===== config.mk =====
export PLATFORM = sky130hd
export DESIGN_NAME = nibble_serial_addsub
export DESIGN_NICKNAME = d
export VERILOG_FILES = /design/src/rtl/nibble_serial_addsub.sv
export SDC_FILE = /design/constraint.sdc
export NUM_CORES = 1
export LEC_CHECK = 0
export ABC_AREA = 1
export BUFFER_PORTS_ARGS = -buffer_cell sky130_fd_sc_hd__buf_2
export CAP_MARGIN = 20
export CORE_UTILIZATION = 25
export CTS_CLUSTER_DIAMETER = 200
export DETAILED_ROUTE_END_ITERATION = 6
export SLEW_MARGIN = 20
export SYNTH_ARGS = -nofsm -noshare
export SYNTH_HDL_FRONTEND = slang
export SYNTH_SLANG_ARGS = --single-unit

===== constraint.sdc =====
create_clock -name clk -period 2.75 [get_ports clk]
set_input_delay 0.6875 -clock clk [delete_from_list [all_inputs] [get_ports clk]]
set_output_delay 0.6875 -clock clk [all_outputs]
set_load 0.02 [all_outputs]

===== src/rtl/nibble_serial_addsub.sv =====
// Multi-cycle WIDTH-bit adder/subtractor: one 4-bit carry slice per clock, LS nibble first.
// The result and flags are published together on completion; y never shows a partial sum.
module nibble_serial_addsub #(
  parameter int unsigned WIDTH = 16
) (
  input  logic             clk,
  input  logic             rst,
  input  logic             start,
  input  logic             sub,
  input  logic [WIDTH-1:0] a,
  input  logic [WIDTH-1:0] b,
  output logic             busy,
  output logic             done,
  output logic [WIDTH-1:0] y,
  output logic             cout,
  output logic             overflow,
  output logic             zero
);

  localparam int unsigned N  = WIDTH / 4;
  localparam int unsigned KW = (N > 1) ? $clog2(N) : 1;

  localparam logic [0:0] S_IDLE = 1'b0;
  localparam logic [0:0] S_RUN  = 1'b1;

  logic [0:0]       r_state;
  logic [0:0]       w_state_nxt;
  logic [WIDTH-1:0] r_a;
  logic [WIDTH-1:0] r_b;
  logic [WIDTH-1:0] r_res;
  logic             r_carry;
  logic [KW-1:0]    r_k;
  logic             r_busy;
  logic             r_done;
  logic [WIDTH-1:0] r_y;
  logic             r_cout;
  logic             r_ovf;
  logic             r_zero;

  logic [3:0]       w_a_nib;
  logic [3:0]       w_b_nib;
  logic [4:0]       w_sum;
  logic             w_c3;
  logic             w_last;
  logic             w_accept;
  logic [WIDTH-1:0] w_res_nxt;

  // One nibble of the ripple: the slice this block feeds, plus carry-into-bit-3 recovery
  always_comb begin
    w_a_nib   = r_a[{r_k, 2'b00} +: 4];
    w_b_nib   = r_b[{r_k, 2'b00} +: 4];
    w_sum     = 5'({1'b0, w_a_nib}) + 5'({1'b0, w_b_nib}) + 5'(r_carry);
    w_c3      = w_a_nib[3] ^ w_b_nib[3] ^ w_sum[3];
    w_last    = (r_k == KW'(N - 1));
    w_accept  = (r_state == S_IDLE) && start;
    w_res_nxt = r_res;
    w_res_nxt[{r_k, 2'b00} +: 4] = w_sum[3:0];
  end

  always_comb begin
    w_state_nxt = r_state;
    case (r_state)
      S_IDLE:  if (start)  w_state_nxt = S_RUN;
      S_RUN:   if (w_last) w_state_nxt = S_IDLE;
      default: w_state_nxt = S_IDLE;
    endcase
  end

  always_ff @(posedge clk or posedge rst) begin
    if (rst) begin
      r_state <= S_IDLE;
    end else begin
      r_state <= w_state_nxt;
    end
  end

  // Operand capture, per-nibble accumulation and completion publish
  always_ff @(posedge clk or posedge rst) begin
    if (rst) begin
      r_a     <= '0;
      r_b     <= '0;
      r_res   <= '0;
      r_carry <= 1'b0;
      r_k     <= '0;
      r_busy  <= 1'b0;
      r_done  <= 1'b0;
      r_y     <= '0;
      r_cout  <= 1'b0;
      r_ovf   <= 1'b0;
      r_zero  <= 1'b0;
    end else begin
      r_done <= 1'b0;
      r_busy <= (w_state_nxt == S_RUN);
      if (w_accept) begin
        r_a     <= a;
        r_b     <= sub ? ~b : b;
        r_carry <= sub;
        r_k     <= '0;
      end else if (r_state == S_RUN) begin
        r_res   <= w_res_nxt;
        r_carry <= w_sum[4];
        r_k     <= r_k + KW'(1);
        if (w_last) begin
          r_y    <= w_res_nxt;
          r_cout <= w_sum[4];
          r_ovf  <= w_c3 ^ w_sum[4];
          r_zero <= (w_res_nxt == '0);
          r_done <= 1'b1;
        end
      end
    end
  end

  assign busy     = r_busy;
  assign done     = r_done;
  assign y        = r_y;
  assign cout     = r_cout;
  assign overflow = r_ovf;
  assign zero     = r_zero;

endmodule


### Yosys cells after proc, flatten, opt, wreduce, memory -nomap -nowiden

Index checks and enable logic that the tools add are counted.

| word-level totals | value |
|---|---|
| register bits after elaboration | 72 |
| output and inout bits | 21 |
| word-level logic and storage cells | 43 |
| input bits | 36 |

| operators by class | value |
|---|---|
| bitwise logic cells | 6 |
| multiplexer cells | 12 |
| equal/unequal tests | 1 |
| shift-type cells | 4 |
| reductions and logical operators | 5 |
| add/subtract/negate cells | 4 |

Operators with widths:

| cell | count |
|---|---|
| 16-bit by 5-bit variable part select with 4-bit output | 2 |
| 16-bit bitwise mux | 1 |
| 16-bit zero test | 1 |
| 16-bit two-way mux | 1 |
| 16-bit inverter | 1 |
| 4-bit by 6-bit variable shift with 16-bit output, first input constant | 1 |
| 4-bit by 6-bit variable part select with 16-bit output | 1 |
| 1-bit two-way mux | 7 |
| 4-bit negator with 6-bit output | 1 |
| 4-bit by 4-bit adder with 5-bit output | 1 |
| 5-bit by 1-bit adder with 5-bit output | 1 |
| 2-bit two-way mux | 2 |
| 3-bit AND reduction | 1 |
| 1-bit XOR | 3 |
| 2-bit by 1-bit adder with 2-bit output, second input constant | 1 |
| 2-bit equality test, second input constant | 1 |
| 1-bit inverter | 2 |
| 1-bit one-hot mux with 2 select lines | 1 |
| 2-bit AND reduction | 1 |
| 2-bit nonzero test | 1 |
| 1-bit logical AND | 1 |

### Longest topological paths before layout

| logic depth | value |
|---|---|
| depth in word-level cells | 6 |
| mapped depth | 19 |
| gate-level depth less buffers | 17 |

### Least setup slack after synthesis

OpenSTA, ideal clock, no wires.

| timing | value |
|---|---|
| path type | register to register |
| from | register r_k[0] |
| to | register r_zero (netlist: zero) |
| setup time | 0.117 ns |
| arrival | 2.530 ns |
| period minus slack after synthesis | 2.648 ns |
| buffers on the path | 2 |
| stages on the path, launching flop included | 19 |
| slack | 0.102 ns |
| required time | 2.633 ns |
| cells stage by stage | dfrtp_1 -> buf_4 -> inv_1 -> buf_2 -> nor2_1 -> o22ai_1 -> fa_1 -> inv_1 -> fa_1 -> nor2_1 -> nand3_2 -> nand2_1 -> nor2_1 -> nand2_1 -> nor2_1 -> nand2_1 -> nor2_1 -> nand3_1 -> nand2_1 |

| between the ends | value |
|---|---|
| word-level cells in the longest chain between the ends | 6 |
| elaborated cells on any way between the ends | 11 |
| those cells by class | add/sub: 3; eq/ne: 1; shift: 4; mux: 1; reduce/logical: 2 |

Ends and longest elaborated chain:

| what | line | RTL |
|---|---|---|
| from (decl) | 32 | `logic [KW-1:0] r_k;` |
| from (signal assigned) | 102 | `r_k <= r_k + KW'(1);` |
| 16-bit by 5-bit variable part select with 4-bit output, on equally long branches | 50, 51 |  |
| 4-bit by 4-bit adder with 5-bit output | 52 | `w_sum = 5'({1'b0, w_a_nib}) + 5'({1'b0, w_b_nib}) + 5'(r_carry);` |
| 5-bit by 1-bit adder with 5-bit output | 52 |  |
| 4-bit by 6-bit variable part select with 16-bit output | 57 | `w_res_nxt[{r_k, 2'b00} +: 4] = w_sum[3:0];` |
| 16-bit bitwise mux | 57 |  |
| 16-bit zero test | 107 | `r_zero <= (w_res_nxt == '0);` |
| to (signal assigned) | 107 |  |
| to (decl) | 38 | `logic r_zero;` |

Parallel ways exist; a longest one is shown, timed or not.
A chain may end at the register's enable or synchronous reset.

### Worst setup path after layout

Ends and elaborated chain as after synthesis.

==> metrics.csv <==
stage,metric,value,unit
yosys,post-synthesis simple-gate area fraction,0.2370,
yosys,yosys warns,0,
yosys,post-synthesis compound-gate area fraction,0.1112,
sta,final setup violation count,0,
placed_design,Final HPWL DP,6.450,mm
grt,first-pass GRT wire length,15.08,mm
sta,Least-Margin Pin Slew,464.7,ps
status,status,completed,
floorplanning,Initial Util,0.2571,
sta,final clock period utilization by the worst path,0.9724,
setup_path,WP buf/inv,2,
clocking,root buffer cell,clkbuf_16,
setup_path,WS Path Type,reg -> reg,
floorplanning,Die Y,121.5,µm
flow_run,Max Cap Viol,0,
grt,Total GRT Usage,0.1296,
route,antenna-violating nets left,0,
setup_path,"Largest delay share family, worst path",adder cells,
yosys,Synth cell types,30,
grt,vias in the first global route,3130,
setup_path,Worst EP required,2980,ps
power,Lkg Pwr,2.288,nW
yosys,post-synthesis cell area,3568,µm²
route,Iteration-0 DRC Markers,133,
setup_path,max incr delay on CP,440,ps
yosys,"EDFF count, synth",0,
sta,max_slew headroom,0.6902,
sta,Setup Skew,7.078,ps
sta,Slew Limit Fails,0,
route,WL final,8.663,mm
sta,Worst Hold Slack,344.8,ps
setup_path,Worst setup SP type,register,
yosys,most frequent cell after synthesis,nand2_1,
layout,final instance area,4518,µm²
grt,initial antenna violation count,0,
layout,share of layout cells above drive strength 1,0.2369,
clocking,H-tree levels,3,
yosys,syn avg cell area,8.092,µm²
power,total power,6.004,mW
floorplanning,Die ar.,14760,µm²
power,Max VDD drop,0.0004112,V
route,DR vias/cell,4.374,
setup_path,Slowest cell on crit path,fa_1,
setup_path,CP endpoint kind,register,
sta,setup TNS,0,ps
grt,GRT overflow,0,
route,# DRC,0,
yosys,Yosys top cell area share,0.5049,
yosys,largest family of logic cells by synthesized area,simple AND/OR/NAND/NOR gates,
yosys,"FF+latch count, synth",72,
layout,Filler cells,1483,
layout,n_diodes,0,
sta,RSZ-0062 raised after global routing,true,
sta,"Hold Vio Cnt, Final",0,
layout,Non-Filler Instances,695,
grt,pin count of the biggest net entering global routing,48,
yosys,mux share of post-synthesis cell area,0,
clocking,Num CTS Buffers,9,
route,routed len/inst,12.46,µm
clocking,CTS Sinks,72,
yosys,Post-synth top cells,"159 x nand2_1, 72 x dfrtp_1, 48 x o21ai_0",
layout,nets,556,
sta,Fmax,0.3740,GHz
clocking,CTS Buffer Depth,2,
placed_design,PortBufs,56,
yosys,"top cells by area, synth","dfrtp_1 50%, nand2_1 17%, o21ai_0 6.7%",
setup_path,CP most frequent cell,nand2_1,
sta,Final Critical Period,2674,ps
clocking,CTS tree,done,
min_path,Hold/Removal Path Class,in -> async,
yosys,sequential-to-total area share from yosys stat,0.5049,
setup_path,Critical Path AT,2900,ps
placed_design,Inst Count DP,672,
placed_design,routability congestion estimate,0.8723,
floorplanning,core area,13880,µm²
yosys,Post-synth top flop,dfrtp_1,
yosys,Syn Inst Count,441,
route,Pre-Repair DR Iteration Count,4,
route,via count,3040,
floorplanning,Die W,121.5,µm
floorplanning,row count,43,
yosys,syn nets,487,
yosys,post-synthesis adder-cell area fraction,0.03927,
layout,area growth from synthesis to layout,26.61,%
yosys,XOR/XNOR Fraction of Synth Area,0.04173,
power,PD cells,1329,nW/µm²
yosys,Yosys top cell by area,dfrtp_1,
placed_design,post-place instance area,4099,µm²
clocking,Worst-path clk slew,60,ps
clocking,clk_lat worst skew,340,ps
setup_path,crit path max fanout,8,
setup_path,CP Cell Sequence,clkinvlp_4 > o21ai_2 > o22ai_2 > fa_2 > inv_2 > fa_1 > nor2_2 > nand3_1 > nand2_1 > nor2_1 > nand2_1 > nor2_1 > nand2_1 > nor2_1 > nand3_1 > nand2_1,
yosys,"Async S/R FF share, synth",1.000,
floorplanning,IO Count,57,
==> worst reg2reg max path: stages, from the launching register on <==
cell and delay [ps]:
dfrtp_2 420, clkinvlp_4 190, o21ai_2 190, o22ai_2 90
fa_2 410, inv_2 60, fa_1 440, nor2_2 180
nand3_1 90, nand2_1 120, nor2_1 50, nand2_1 60
nor2_1 30, nand2_1 60, nor2_1 40, nand3_1 80
nand2_1 50
==> logic make-up after synthesis <==
logic type | after synthesis
xor gates and xnor gates | 17
adders and majority gates | 10
DFF | 72
buffers and inverters | 56
and+or+nand+nor | 214
AOI/OAI and AO/OA | 72
==> worst paths after layout <==
| kind | startpoint | endpoint | slack (ps) | depth (start not counted) |
|---|---|---|---|---|
| worst max-delay path | r_k[0] | zero | 80 | 16 |
| worst max register to register | r_k[0] | zero | 80 | 16 |
| worst min-delay path | rst | y[3] | 340 | 2 |
| worst min register to register | y[13] | y[13] | 480 | 2 |
| max in group asynchronous | rst | r_res[7] | 1810 | 3 |
| min in group clk | y[13] | y[13] | 480 | 2 |
==> state kept, by name, summed over array words and instances, names as in the netlist <==
signal and cells:
r_res 16, cout 1, busy 1, r_carry 1, r_b 16, r_a 16
overflow 1, done 1, y 16, r_k 2, zero 1
==> through the flow <==
step / setup WS (ps) / util
floorplan: 102.4 / -
global placement: 32.36 / 0.2953
detailed placement: -66.10 / 0.2953
CTS: 2.611 / 0.3176
global route: -138.8 / 0.3255
finish: 75.91 / 0.3255
==> cells in the final DEF (no fill, tap or decap), types with 2 or more instances in the layout <==
| cell | count |
|---|---|
| a21oi_1 | 3 |
| a31oi_1 | 5 |
| buf_2 | 56 |
| buf_4 | 20 |
| clkbuf_16 | 9 |
| clkbuf_8 | 2 |
| clkinvlp_4 | 2 |
| dfrtp_1 | 70 |
| dfrtp_2 | 2 |
| ha_1 | 8 |
| inv_1 | 25 |
| inv_2 | 10 |
| nand2_1 | 157 |
| nand2_2 | 2 |
| nand3_1 | 13 |
| nand4_1 | 2 |
| nor2_1 | 32 |
| nor2_2 | 4 |
| o21ai_0 | 46 |
| o21ai_1 | 3 |
| o21ai_2 | 3 |
| o22ai_1 | 4 |
| o22ai_2 | 2 |
| xnor2_1 | 16 |
==> report_power, final <==
part           switching [mW]  total [mW]  leakage (nW)  internal, mW
combinational            1.87        3.02          1.22          1.15
clock                   0.438        1.19         0.149         0.753
sequential              0.273        1.79         0.923          1.52
==> timing repair <==
item,4_1_cts,5_1_grt
resized for setup,1,18
hold endpoints to repair,0,0
pin swaps,0,8
hold buffers,0,0
setup endpoints to repair,1,11
buffers inserted,0,7
==> metal layers <==
| layer | track usage | wire length [µm] |
|---|---|---|
| met1 | 0.1652 | 3995 |
| met2 | 0.2163 | 4184 |
| met3 | 0.03195 | 363 |
| met4 | 0.03627 | 120 |
| met5 | 0 | 0 |
==> final cells by class <==
type                       count  area, µm²  area share
tap                          180      225.2     0.04985
inverter                      36      138.9     0.03074
clock inverter                 4      51.30     0.01135
sequential                    72       1804      0.3993
timing repair buffer          78      462.9      0.1025
multi-input combinational    313       1579      0.3495
clock buffer                  12      256.5     0.05677
(Power assumes the default switching activity.)
